File: config.mk
export PLATFORM = sky130hd
export DESIGN_NAME = operand_mux
export DESIGN_NICKNAME = d
export VERILOG_FILES = /design/src/rtl/operand_mux_pkg.sv /design/src/rtl/operand_ext.sv /design/src/rtl/operand_mux.sv
export SDC_FILE = /design/constraint.sdc
export NUM_CORES = 1
export LEC_CHECK = 0
export ABC_CLOCK_PERIOD_IN_PS = 1200
export BUFFER_PORTS_ARGS = -buffer_cell sky130_fd_sc_hd__buf_4
export CAP_MARGIN = 5
export CORE_MARGIN = 3
export CORE_UTILIZATION = 22
export DETAILED_ROUTE_END_ITERATION = 6
export GPL_TIMING_DRIVEN = 1
export PLACE_DENSITY_LB_ADDON = 0.05
export SYNTH_ARGS = -nofsm -noshare
export SYNTH_HDL_FRONTEND = slang
export SYNTH_SLANG_ARGS = --single-unit
File: constraint.sdc
create_clock -name clk -period 1.2 [get_ports clk]
set_input_delay 0.18 -clock clk [delete_from_list [all_inputs] [get_ports clk]]
set_output_delay 0.18 -clock clk [all_outputs]
set_load 0.1 [all_outputs]
File: src/rtl/operand_mux_pkg.sv
// Shared types and the immediate-extension helper for the ALU second-operand selector.
package operand_mux_pkg;

    localparam int unsigned ROP_W_DEF  = 12;
    localparam int unsigned DATA_W_DEF = 32;
    localparam int unsigned EXT_MAX_W  = 64;

    typedef enum logic {
        SRC_ROP = 1'b0,
        SRC_GPR = 1'b1
    } src_e;

    // Extends the low rop_w bits of raw to EXT_MAX_W; callers truncate to their datapath width.
    function automatic logic [EXT_MAX_W-1:0] ext_imm(
        input logic [EXT_MAX_W-1:0] raw,
        input int unsigned          rop_w,
        input logic                 sign_ext
    );
        logic [EXT_MAX_W-1:0] low_mask;
        logic [EXT_MAX_W-1:0] low_bits;
        low_mask = (EXT_MAX_W'(1) << rop_w) - EXT_MAX_W'(1);
        low_bits = raw & low_mask;
        if (sign_ext && raw[rop_w-1]) begin
            return low_bits | ~low_mask;
        end
        return low_bits;
    endfunction

endpackage

File: src/rtl/operand_ext.sv
// Immediate extender: widens the ROP_W-bit rop field to DATA_W (zero or sign fill).
module operand_ext
    import operand_mux_pkg::*;
#(
    parameter int unsigned ROP_W    = ROP_W_DEF,
    parameter int unsigned DATA_W   = DATA_W_DEF,
    parameter bit          SIGN_EXT = 1'b0
) (
    input  logic [ROP_W-1:0]  rop_i,
    output logic [DATA_W-1:0] ext_o
);

    always_comb begin
        ext_o = DATA_W'(ext_imm(EXT_MAX_W'(rop_i), ROP_W, SIGN_EXT));
    end

endmodule

File: src/rtl/operand_mux.sv
// ALU second-operand selector: extended immediate (sel=0) or GPR (sel=1).
// Build option OPERAND_MUX_REG_EN registers data_out (1-cycle latency, reset to 0).
module operand_mux
    import operand_mux_pkg::*;
#(
    parameter int unsigned ROP_W    = ROP_W_DEF,
    parameter int unsigned DATA_W   = DATA_W_DEF,
    parameter bit          SIGN_EXT = 1'b0
) (
    input  logic              clk,
    input  logic              rst,
    input  logic              sel,
    input  logic [ROP_W-1:0]  rop,
    input  logic [DATA_W-1:0] GPR,
    output logic [DATA_W-1:0] data_out,
    output logic              src_q
);

    if (!(DATA_W > ROP_W)) begin : g_bad_width
        $error("operand_mux: DATA_W must exceed ROP_W");
    end
    if (DATA_W > EXT_MAX_W) begin : g_bad_max
        $error("operand_mux: DATA_W exceeds extender limit");
    end

    logic [DATA_W-1:0] rop_ext;
    logic [DATA_W-1:0] mux_d;
    logic              src_d;

    operand_ext #(
        .ROP_W    (ROP_W),
        .DATA_W   (DATA_W),
        .SIGN_EXT (SIGN_EXT)
    ) u_ext (
        .rop_i (rop),
        .ext_o (rop_ext)
    );

    // Unknown select propagates as all-X rather than falling back to a source.
    always_comb begin
        mux_d = 'x;
        case (sel)
            SRC_ROP: mux_d = rop_ext;
            SRC_GPR: mux_d = GPR;
            default: mux_d = 'x;
        endcase
    end

    always_comb begin
        src_d = sel;
    end

    always_ff @(posedge clk) begin
        if (rst) begin
            src_q <= 1'b0;
        end else begin
            src_q <= src_d;
        end
    end

`ifdef OPERAND_MUX_REG_EN
    logic [DATA_W-1:0] data_q;

    always_ff @(posedge clk) begin
        if (rst) begin
            data_q <= '0;
        end else begin
            data_q <= mux_d;
        end
    end

    always_comb begin
        data_out = data_q;
    end
`else
    always_comb begin
        data_out = mux_d;
    end
`endif

endmodule

==> results.toml <==
[routing]
ant_nets = 0
drcViolationCount = 0
wl_um = 1870
wire_per_inst_um = 14.5
firstDrtPassIters = 1
routed_via_density = 4.58
drt_iter0_drc = 0
vias = 591

[synth]
ys_warn_count = 0
synth_top_family_by_area = "multiplexers"
ys_ff_latch = 1
mappedNetlistArea_um2 = 308
synthMuxAreaShare_pct = 43.9
yosysMostFrequentCell = "and2_1"
synth_cells = 37
synthTopCellsByCount = "and2_1 (20), mux2_2 (12), clkbuf_2 (2)"
yosys.area_share.adder_pct = 0
synth_top_area_cell = "mux2_2"
syn_nets = 84
synthTopCellsByArea = "mux2_2 (44%), and2_1 (41%), dfxtp_1 (6.5%), buf_6 (3.7%), clkbuf_2 (3.3%)"
synthXorXnorAreaFrac_pct = 0
synth.distinct_cells = 6
synth_edf_count = 0
synth_ff_type = "dfxtp_1"
syn_area_per_cell_um2 = 8.32
ys_seq_area_share_pct = 6.50
synth-simple-area-share_pct = 42.7
synth-compound-area-share_pct = 0
async_flop_share_pct = 0
netlist.area_leader.share_pct = 43.9

[die]
die_area_um2 = 1880
start_util_pct = 25.6
die_w_um = 43.4
rows = 12
ios = 80
die_y_um = 43.4
core_region_area_um2 = 1200

[cells_and_area]
top_register = "src_q"
largest_register_ffs = 1
fin_nets = 164
syn2layout_area_growth_pct = 204
fillerInstances = 101
regArea_um2 = 20.0
layout-drive-gt1-share_pct = 98.3
diodes = 0
final_util_pct = 78.0
reg_top3 = "src_q (1)"
stdcell_area_um2 = 937
multi_input_area_um2 = 292

[global_route]
grt_pass1_vias = 611
overflow = 0
grt_use_total_pct = 18.5
use_met2_pct = 37.2
grt.busiest_layer = "met2"
grt_pass1_wl_um = 2720
grt_use_met3_pct = 7.05
grtUsageMet1_pct = 17.6
grt_max_degree = 16
antenna_found_initial = 0

[sta]
hold-worst-slack_ns = 0.337
min_period_ns = 1.15
timing.fmax_ghz = 0.868
layout_setup_ws_ns = 0.0475
rsz0062_at_grt = "no"
setup_viol = 0
slew_headroom_pct = 80.7
fin_crit_sh_pct = 96.0
slew_violations = 0
hold_violations = 0
worstMarginPinSlew_ns = 0.291
fin_setup_tns_ns = 0

[place]
place_congestion = 0.808
post_dp_cell_area_um2 = 937
io_buffers = 79
pre_cts_ws_ns = 0.0435

[clocking]
cts_setup_buffers = 0
cts_hold_buf = 0
ctsResizeCount = 0
clkTransAtPathRegs_ns = 0

[power]
p_per_area_nw_per_um2 = 916
irDropWorstVdd_uv = 538
p_leak_nw = 0.521

[setup_path]
start_kind = "input pin"
crit_fanout = 15
worstPathArrival_ns = 0.97
required_ns = 1.02
startpoint = "sel"
cp-end-kind = "output port"
path_class = "input pin to output port"

[hold_path]
hp-class = "input pin to flop"
hold_start = "rst"

[outcome]
outcome = "finished clean"

[job]
cap_violations = 0
## per-layer routing
metal	vias to the layer above	part of all wire (%)	wire, um
met5	-	0	0
met4	0	1.7	32
met3	2	15	285
met2	55	52	980
met1	258	31	575
li1	276	-	-
## per-stage QoR
step | total power, mW | cells
after detailed placement | 0.862 | 129
after global placement | 0.857 | 129
after CTS | 0.863 | 129
final | 0.859 | 129
after global routing | 0.883 | 129
after floorplan | 0.635 | 37
## critical path, cell delays in order
cell and delay [ns]:
buf_4 0.19, mux2_2 0.36, buf_4 0.23
## path summary, 6_finish.rpt
path / endpoint / slack [ns] / cells past startpoint
setup / recovery: data_out[9] / 0.05 / 3
hold / removal: src_q / 0.34 / 2
## power breakdown
group / total, mW / switching, mW / internal (mW)
clock: 0 / 0 / 0
sequential: 0.0362 / 0.000448 / 0.0357
combinational: 0.822 / 0.587 / 0.235
total: 0.859 / 0.588 / 0.271
## layout make-up
class	instances	area share (%)
multi-input combinational	33	31.1
sequential	1	2.14
tap	14	1.87
timing repair buffer	81	64.9
## logic make-up (layout without fill, tap and decap cells)
| group | count (synthesis) | count (layout) |
|---|---|---|
| multiplexers | 12 | 12 |
| flip-flops | 1 | 1 |
| AND/OR/NAND/NOR | 21 | 21 |
| buffers and inverters | 3 | 81 |
## cells in the final DEF (no fill, tap or decap)
cell and count:
dfxtp_1 1, nor2b_1 1, buf_4 81, mux2_2 12
and2_2 20
Power figures use the tool's default switching activity.
